File: src/rtl/alu_multicycle_if.sv
// rtl/alu_multicycle_if.sv - request/response bundle between the requester and alu_multicycle
interface alu_multicycle_if #(
    parameter int WIDTH = 32
);
    logic             start;
    logic [3:0]       ALUop;
    logic             sz;
    logic             sgn;
    logic [WIDTH-1:0] in1;
    logic [WIDTH-1:0] in2;
    logic             busy;
    logic             done;
    logic             branch;
    logic             div0;
    logic [WIDTH-1:0] result;

    modport master (
        output start, ALUop, sz, sgn, in1, in2,
        input  busy, done, branch, div0, result
    );

    modport slave (
        input  start, ALUop, sz, sgn, in1, in2,
        output busy, done, branch, div0, result
    );
endinterface

File: src/rtl/alu_multicycle.sv
// rtl/alu_multicycle.sv - ALU with single-cycle ops and iterative shift-add multiply / restoring divide
module alu_multicycle #(
    parameter int WIDTH = 32,
    parameter int SHW   = 5
) (
    input logic            clk,
    input logic            rst_n,
    alu_multicycle_if.slave bus
);
    localparam logic [1:0] S_IDLE = 2'd0;
    localparam logic [1:0] S_RUN  = 2'd1;
    localparam logic [1:0] S_DONE = 2'd2;
    localparam logic [3:0] OP_MUL = 4'd2;
    localparam logic [3:0] OP_DIV = 4'd3;

    logic [1:0]       state;
    logic             run_en;
    logic [3:0]       op_q;
    logic [WIDTH-1:0] acc, opa, opb;
    logic [SHW-1:0]   cnt;
    logic             div0_pend;
    logic [WIDTH-1:0] result_q;
    logic             branch_q, div0_q;

    logic             accept, multi, lt, eq;
    logic [WIDTH-1:0] single_res;
    logic             single_br;
    logic [WIDTH-1:0] acc_nx, opb_nx;
    logic [WIDTH:0]   rem_sh, diff;

    // run_en rises one edge after reset release, so the release edge itself never accepts a start
    assign accept = run_en && (state == S_IDLE) && bus.start;
    assign multi  = !bus.sz && ((bus.ALUop == OP_MUL) || (bus.ALUop == OP_DIV));
    assign lt     = bus.sgn ? ($signed(bus.in1) < $signed(bus.in2)) : (bus.in1 < bus.in2);
    assign eq     = (bus.in1 == bus.in2);

    always_comb begin
        single_res = '0;
        single_br  = 1'b0;
        if (bus.sz) begin
            single_res = bus.in2;
        end else begin
            case (bus.ALUop)
                4'd0:    single_res = bus.in1 + bus.in2;
                4'd1:    single_res = bus.in1 - bus.in2;
                4'd4:    single_res = bus.in1 & bus.in2;
                4'd5:    single_res = bus.in1 | bus.in2;
                4'd6:    single_res = ~bus.in1;
                4'd7:    single_br  = eq;
                4'd8:    single_br  = !lt;
                4'd9:    single_br  = lt || eq;
                4'd10:   single_br  = lt;
                4'd11:   single_br  = !(lt || eq);
                4'd12:   single_res = bus.in1 << bus.in2[SHW-1:0];
                4'd13:   single_res = bus.sgn ? $unsigned($signed(bus.in1) >>> bus.in2[SHW-1:0])
                                              : (bus.in1 >> bus.in2[SHW-1:0]);
                default: single_res = '0;
            endcase
        end
    end

    // One iteration: mult adds the shifted multiplicand; div shifts the next dividend bit into the remainder
    always_comb begin
        acc_nx = acc;
        opb_nx = opb >> 1;
        rem_sh = '0;
        diff   = '0;
        if (op_q == OP_MUL) begin
            if (opb[0]) acc_nx = acc + opa;
        end else begin
            rem_sh = {acc, opb[WIDTH-1]};
            diff   = rem_sh - {1'b0, opa};
            opb_nx = {opb[WIDTH-2:0], ~diff[WIDTH]};
            acc_nx = diff[WIDTH] ? rem_sh[WIDTH-1:0] : diff[WIDTH-1:0];
        end
    end

    always_ff @(posedge clk or negedge rst_n) begin
        if (!rst_n) begin
            run_en    <= 1'b0;
            state     <= S_IDLE;
            op_q      <= '0;
            acc       <= '0;
            opa       <= '0;
            opb       <= '0;
            cnt       <= '0;
            div0_pend <= 1'b0;
            result_q  <= '0;
            branch_q  <= 1'b0;
            div0_q    <= 1'b0;
        end else begin
            run_en <= 1'b1;
            case (state)
                S_IDLE: begin
                    if (accept) begin
                        if (multi) begin
                            state     <= S_RUN;
                            op_q      <= bus.ALUop;
                            acc       <= '0;
                            opa       <= (bus.ALUop == OP_MUL) ? bus.in1 : bus.in2;
                            opb       <= (bus.ALUop == OP_MUL) ? bus.in2 : bus.in1;
                            cnt       <= '0;
                            div0_pend <= (bus.ALUop == OP_DIV) && (bus.in2 == '0);
                        end else begin
                            state    <= S_DONE;
                            result_q <= single_res;
                            branch_q <= single_br;
                            div0_q   <= 1'b0;
                        end
                    end
                end
                S_RUN: begin
                    acc <= acc_nx;
                    opb <= opb_nx;
                    if (op_q == OP_MUL) opa <= opa << 1;
                    cnt <= cnt + 1'b1;
                    if (cnt == SHW'(WIDTH - 1)) begin
                        state    <= S_DONE;
                        result_q <= (op_q == OP_MUL) ? acc_nx : opb_nx;
                        branch_q <= 1'b0;
                        div0_q   <= div0_pend;
                    end
                end
                S_DONE:  state <= S_IDLE;
                default: state <= S_IDLE;
            endcase
        end
    end

    assign bus.busy   = (state != S_IDLE);
    assign bus.done   = (state == S_DONE);
    assign bus.result = result_q;
    assign bus.branch = branch_q;
    assign bus.div0   = div0_q;
endmodule

File: src/flat_wrapper.sv
// flat-port wrapper written by rule: the top's interface ports become plain ports
module alu_multicycle_flat 
#(
    parameter int WIDTH = 32,
    parameter int SHW   = 5
)
  (clk, rst_n, bus_start, bus_ALUop, bus_sz, bus_sgn, bus_in1, bus_in2, bus_busy, bus_done, bus_branch, bus_div0, bus_result);
  alu_multicycle_if #(.WIDTH(WIDTH)) bus_i ();
  input logic clk;
  input logic rst_n;
  input wire logic [$bits(bus_i.start)-1:0] bus_start;
  input wire logic [$bits(bus_i.ALUop)-1:0] bus_ALUop;
  input wire logic [$bits(bus_i.sz)-1:0] bus_sz;
  input wire logic [$bits(bus_i.sgn)-1:0] bus_sgn;
  input wire logic [$bits(bus_i.in1)-1:0] bus_in1;
  input wire logic [$bits(bus_i.in2)-1:0] bus_in2;
  output wire logic [$bits(bus_i.busy)-1:0] bus_busy;
  output wire logic [$bits(bus_i.done)-1:0] bus_done;
  output wire logic [$bits(bus_i.branch)-1:0] bus_branch;
  output wire logic [$bits(bus_i.div0)-1:0] bus_div0;
  output wire logic [$bits(bus_i.result)-1:0] bus_result;
  assign bus_i.start = bus_start;
  assign bus_i.ALUop = bus_ALUop;
  assign bus_i.sz = bus_sz;
  assign bus_i.sgn = bus_sgn;
  assign bus_i.in1 = bus_in1;
  assign bus_i.in2 = bus_in2;
  assign bus_busy = bus_i.busy;
  assign bus_done = bus_i.done;
  assign bus_branch = bus_i.branch;
  assign bus_div0 = bus_i.div0;
  assign bus_result = bus_i.result;
  alu_multicycle #(.WIDTH(WIDTH), .SHW(SHW)) u_core (.clk(clk), .rst_n(rst_n), .bus(bus_i));
endmodule
File: config.mk
export PLATFORM = sky130hd
export DESIGN_NAME = alu_multicycle_flat
export DESIGN_NICKNAME = d
export VERILOG_FILES = /design/src/rtl/alu_multicycle_if.sv /design/src/rtl/alu_multicycle.sv /design/src/flat_wrapper.sv
export SDC_FILE = /design/constraint.sdc
export NUM_CORES = 1
export LEC_CHECK = 0
export CAP_MARGIN = 0
export CORE_MARGIN = 2
export CORE_UTILIZATION = 61
export DETAILED_ROUTE_END_ITERATION = 12
export HOLD_SLACK_MARGIN = 0.12
export PLACE_DENSITY = 0.81
export SYNTH_ARGS = -nofsm -noshare
export SYNTH_HDL_FRONTEND = slang
export SYNTH_SLANG_ARGS = --single-unit
File: constraint.sdc
create_clock -name clk -period 4.85 [get_ports clk]
set_clock_uncertainty 0.05 [all_clocks]
set_input_delay 0.7275 -clock clk [delete_from_list [all_inputs] [get_ports clk]]
set_output_delay 0.7275 -clock clk [all_outputs]
set_load 0.02 [all_outputs]
Word-level counts from Yosys, hierarchy flattened
Index checks and enable logic that the tools add are counted.
{"block": "word_totals", "ff_bits": 143, "output_inout_bits": 36}
{"block": "classes", "n_eq_ne": 23, "mux": 42, "shifts": 3, "n_reduce_logical": 19, "bitwise_logic": 4, "order_cmp": 2, "addsub": 5}
{"operator": "$mux W32", "count": 19}
{"operator": "$pmux W32 S2", "count": 4}
{"operator": "$pmux W32 S7", "count": 1}
{"operator": "$add A32 B32 Y32", "count": 2}
{"operator": "$lt A32 B32 Y1", "count": 2}
{"operator": "$sub A33 B32 Y33", "count": 1}
{"operator": "$and A32 B32 Y32", "count": 1}
{"operator": "$eq A32 B32 Y1", "count": 1}
{"operator": "$logic_not A32 Y1", "count": 1}
{"operator": "$not A32 Y32", "count": 1}
{"operator": "$or A32 B32 Y32", "count": 1}
{"operator": "$shl A32 B5 Y32", "count": 1}
{"operator": "$shr A32 B5 Y32", "count": 1}
{"operator": "$sshr A32 B5 Y32", "count": 1}
{"operator": "$sub A32 B32 Y32", "count": 1}
{"operator": "$eq A4 B4 Y1 const B", "count": 6}
{"operator": "$eq A4 B3 Y1 const B", "count": 4}
{"operator": "$eq A4 B2 Y1 const B", "count": 3}
{"operator": "$mux W5", "count": 2}
{"operator": "$pmux W5 S2", "count": 1}
{"operator": "$mux W1", "count": 8}
{"operator": "$ne A2 B1 Y1 const B", "count": 4}
{"operator": "$reduce_and A4 Y1", "count": 2}
{"operator": "$mux W2", "count": 3}
{"operator": "18 further kinds", "count": 27}

Depth between registers and ports, before layout
{"block": "logic_depth", "depth_word": 9, "depth_mapped": 16, "ltp_nobuf": 14}

Worst setup path before layout
OpenSTA, ideal clock, no wires.
{"block": "synth_path", "kind": "input to register", "start": "input port bus_in2[2]", "end": "register u_core.result_q[30] (netlist: u_core.bus.result[30])", "n_path_buf": 3, "path_slack_ns": 0.199, "cell_stages": 15, "required_time_ns": 4.713, "arrival_time_ns": 4.514, "path_cell_list": "clkinv_1 -> buf_1 -> clkbuf_1 -> buf_1 -> ha_1 -> nand2b_1 -> a21oi_1 -> o21a_1 -> or3_1 -> a311o_1 -> a41o_1 -> a21o_1 -> a31o_2 -> or4_1 -> o211ai_1"}
{"block": "synth_via", "elab_chain_len": 7, "elab_cells_between_ends": 11}
{"item": "start: declaration", "line_no": "flat_wrapper.sv:16", "text": "input wire logic [$bits(bus_i.in2)-1:0] bus_in2;"}
{"item": "branches (longest 2 deep; another with $sub A32 B32 Y32)"}
{"item": "$pmux W32 S7 *", "line_no": "alu_multicycle.sv:43", "text": "case (bus.ALUop)"}
{"item": "$mux W32 *", "line_no": "alu_multicycle.sv:40", "text": "if (bus.sz) begin"}
{"item": "$mux W32 *", "line_no": "alu_multicycle.sv:96", "text": "if (multi) begin"}
{"item": "$mux W32 *", "line_no": "alu_multicycle.sv:95", "text": "if (accept) begin"}
{"item": "$pmux W32 S2 *", "line_no": "alu_multicycle.sv:93", "text": "case (state)"}
{"item": "end signal: assignment", "line_no": "alu_multicycle.sv:106", "text": "result_q <= single_res;"}
{"item": "end signal: assignment", "line_no": "alu_multicycle.sv:119", "text": "result_q <= (op_q == OP_MUL) ? acc_nx : opb_nx;"}
{"item": "end: declaration", "line_no": "alu_multicycle.sv:22", "text": "logic [WIDTH-1:0] result_q;"}
Mark *: on every way between the ends. The select of a mux whose other input is x is not followed.
A chain may end at the register's enable or synchronous reset.

Final worst setup path
{"block": "layout_path", "start": "register u_core.opa[9]", "end": "register u_core.result_q[29] (netlist: u_core.bus.result[29])"}
{"block": "layout_via", "elab_chain_len": 6, "elab_cells_between_ends": 8}
{"item": "start: declaration", "line_no": "alu_multicycle.sv:19", "text": "logic [WIDTH-1:0] acc, opa, opb;"}
{"item": "start signal: assignment", "line_no": "alu_multicycle.sv:100", "text": "opa <= (bus.ALUop == OP_MUL) ? bus.in1 : bus.in2;"}
{"item": "start signal: assignment", "line_no": "alu_multicycle.sv:115", "text": "if (op_q == OP_MUL) opa <= opa << 1;"}
{"item": "$sub A33 B32 Y33 or $add A32 B32 Y32 (tied branches)", "line_no": "alu_multicycle.sv:72, alu_multicycle.sv:69"}
{"item": "$mux W32, on equally long branches", "line_no": "alu_multicycle.sv:74, alu_multicycle.sv:69"}
{"item": "$mux W32 *", "line_no": "alu_multicycle.sv:68", "text": "if (op_q == OP_MUL) begin"}
{"item": "$mux W32 *", "line_no": "alu_multicycle.sv:119"}
{"item": "$mux W32 *", "line_no": "alu_multicycle.sv:117", "text": "if (cnt == SHW'(WIDTH - 1)) begin"}
{"item": "$pmux W32 S2 *", "line_no": "alu_multicycle.sv:93"}
Mark *: on every way between the ends. The rest lies on a longest branch, timed or not. The select of a mux whose other input is x is not followed.

==> impl_metrics.tcl <==
set metrics [dict create \
    cts_root_buf "clkbuf_16" \
    dieArea_sq_um 35200 \
    yosysTopAreaCell "dfrtp_1" \
    setup_violations 0 \
    cts.sinks 143 \
    drtPass1Iterations 7 \
    syn_area_sq_um 20600 \
    dp_hpwl_um 68200 \
    die_w_um 188 \
    gp_congestion 1.12 \
    placed_cell_area_sq_um 22400 \
    design_area_sq_um 23000 \
    final_common_cell "o21ai_0" \
    hold_viol_final 0 \
    status "finished clean" \
    drt-initial-drc-count 3580 \
    synthTopCellsByArea "dfrtp_1, ha_1, o21ai_0, mux2i_1, a21oi_1" \
    synth_area_per_cell_sq_um 7.12 \
    synthCells 2887 \
    finalNonFillerCells 3385 \
    ir_drop_v 0.000813 \
    cp.arrival_ns 4.77 \
    path_clk_slew_ns 0.06 \
    wl_per_cell_um 26.5 \
    antenna_found_initial 3 \
    critPathTopFamily "compound AO/OA/AOI/OAI gates" \
    via_count 24400 \
    ff2ff_path_depth 11 \
    max-slew-margin-rel_pct 26.9 \
    grt_pass1_wl_um 135000 \
    cts_buffers 17 \
    drcViolationCount 0 \
    synth_ff_type "dfrtp_1" \
    critPathMaxFanout 5 \
    viasPerCell 7.20 \
    synth_async_sr_flop_share_pct 100 \
    wirelength_um 89800 \
    timing.hold.ws_ns 0.261 \
    syn_nets 3126 \
    detail-route-antenna-nets 0 \
    post-route-min-period_ns 4.47 \
    holdBufCountCts 0 \
    mostFrequentLayoutCells "o21ai_0, nand2_1, nor2_1" \
    grt_max_degree 101 \
    power_per_cell_area_nw_per_um2 485 \
    synth.top_cell.area_share_pct 17.4 \
    drive_gt1_share_pct 8.00 \
    nets 3164 \
    pre_cts_slack_ns 0.167 \
    r2r-end "u_core.bus.result[29]$_DFFE_PN0P_" \
    synth_cell_types 85 \
    yosys_warnings 0 \
    fin_ws_ns 0.378 \
    cts.path.max_buffers 2 \
    dp.cells 3354 \
    cp_data_required_time_ns 5.15 \
    area_growth_pct 11.6 \
    rsz0062_at_grt "no" \
    fillCellCount 2837 \
    synth_seq_cells 143 \
    slew_viol_final 0 \
    io_buffers 108 \
    crit_type "flip-flop to flip-flop" \
    core_sq_um 33400 \
    clock_latency_ns 0.45 \
    hold_class "primary input to async pin" \
    crit_chain "ha_1, nand3_1, a2111oi_0, a21oi_1, o21ai_0, a41oi_1, nor4_1, nor3_1, o31ai_1, o21bai_1, a221oi_1" \
    cts_tree "yes" \
    overflow 0 \
    crit_buf_inv 0 \
    start_util_pct 61.6 \
    core.rowCount 67 \
    tightest_slew_ns 1.09 \
    post_cts_buffers 0 \
    htreeDepth 4 \
    cp-start-kind "flip-flop" \
    cp-end-kind "flip-flop" \
    slowest_stage "a2111oi_0" \
    track_usage_pct 49.8 \
    ys_seq_area_share_pct 17.4 \
    tns_ns 0 \
    first_global_vias 22600 \
    r2r_slack_ns 0.38 \
    timing.final.crit_share_pct 92.2 \
    fp.dieH_um 188 \
    max_freq_mhz 224 \
    critical_path.max_stage_delay_ns 0.69 \
    cts_resized 0 \
    top_level_ports 109 \
    p_leak_uw 0.00998 \
    timing.rr.start "u_core.opa[9]$_DFFE_PN0P_" \
    synth-edff-count 0 \
    drv_cap 0 \
    antenna-diode-count 0 \
]
==> layer usage <==
| metal | GRT usage (%) | routed length [um] | vias up |
|---|---|---|---|
| met5 | 0 | 46 | - |
| met4 | 30.2 | 6430 | 6 |
| met3 | 12.0 | 12100 | 424 |
| met2 | 75.5 | 38100 | 2025 |
| met1 | 64.2 | 33200 | 11300 |
| li1 | - | - | 10600 |
==> worst max-delay path by stage <==
stage | startpoint | end | slack [ns] | cells past startpoint
after floorplan | bus_in2[2] | u_core.bus.result[30]$_DFFE_PN0P_ | 0.20 | 15
after global placement | bus_in1[0] | u_core.bus.result[30]$_DFFE_PN0P_ | 0.23 | 15
after detailed placement | bus_in1[0] | u_core.bus.result[30]$_DFFE_PN0P_ | 0.17 | 15
after CTS | u_core.opb[31]$_DFFE_PN0P_ | u_core.acc[1]$_DFFE_PN0P_ | 0.51 | 15
after global routing | u_core.opb[31]$_DFFE_PN0P_ | u_core.acc[1]$_DFFE_PN0P_ | 0.22 | 15
final | u_core.opa[9]$_DFFE_PN0P_ | u_core.bus.result[29]$_DFFE_PN0P_ | 0.38 | 11
==> power by group <==
| part | switching (uW) | internal [uW] |
|---|---|---|
| Clock | 540 | 776 |
| Combinational | 4660 | 2940 |
| Sequential | 582 | 1630 |
==> synth_stat cells (all sizes together), types with 7 or more instances <==
cell,number
a22oi,15
nand3,59
inv,154
a2111oi,19
a211o,12
a21o,47
a221o,7
mux4,28
nor3b,9
or3,26
o31ai,29
o21ai,349
o211ai,31
a311oi,7
a211oi,63
o21bai,20
nand4,16
a31oi,25
nor2b,16
o311ai,10
nor2,294
and3,18
o211a,12
or2,8
ha,162
o22ai,34
mux2,11
o31a,8
nor4,15
o21a,26
nand2b,25
xnor2,50
clkbuf,172
dfrtp,143
nand2,331
a21oi,254
o221ai,20
buf,41
nor3,47
xor2,19
mux2i,136
and2,11
a221oi,23
==> metrics by stage <==
step	power, uW	utilization (%)
final	11100	68.8
after floorplan	7390	-
after CTS	10800	68.8
after global routing	11800	68.8
after detailed placement	9420	67.1
after global placement	9150	67.1
==> final cells by class <==
cell class	instances	area, sq um	area share (%)
timing repair buffer	232	2060	8.95
tap	448	561	2.44
inverter	157	589	2.57
clock inverter	11	116	0.507
clock buffer	20	457	1.99
sequential	143	3580	15.6
multi-input combinational	2374	15600	68.0
==> sequential cells by signal (all words and copies together) (netlist names) <==
signal / count
u_core.bus.result: 32
u_core.div0_pend: 1
u_core.acc: 32
u_core.op_q: 4
u_core.state: 2
u_core.cnt: 5
u_core.bus.div0: 1
u_core.run_en: 1
u_core.opa: 32
u_core.bus.branch: 1
u_core.opb: 32
==> kinds of logic after synthesis <==
kind of cell | count (synthesis) | share of synthesized area (%)
compound gates | 1066 | 32.8
simple gates | 897 | 19.4
buf+inv | 370 | 6.90
mux | 175 | 10.3
fa+ha+maj | 166 | 10.2
flops | 143 | 17.4
xor+xnor | 69 | 2.94
other cells | 1 | 0.0182
Power figures use the tool's default switching activity.
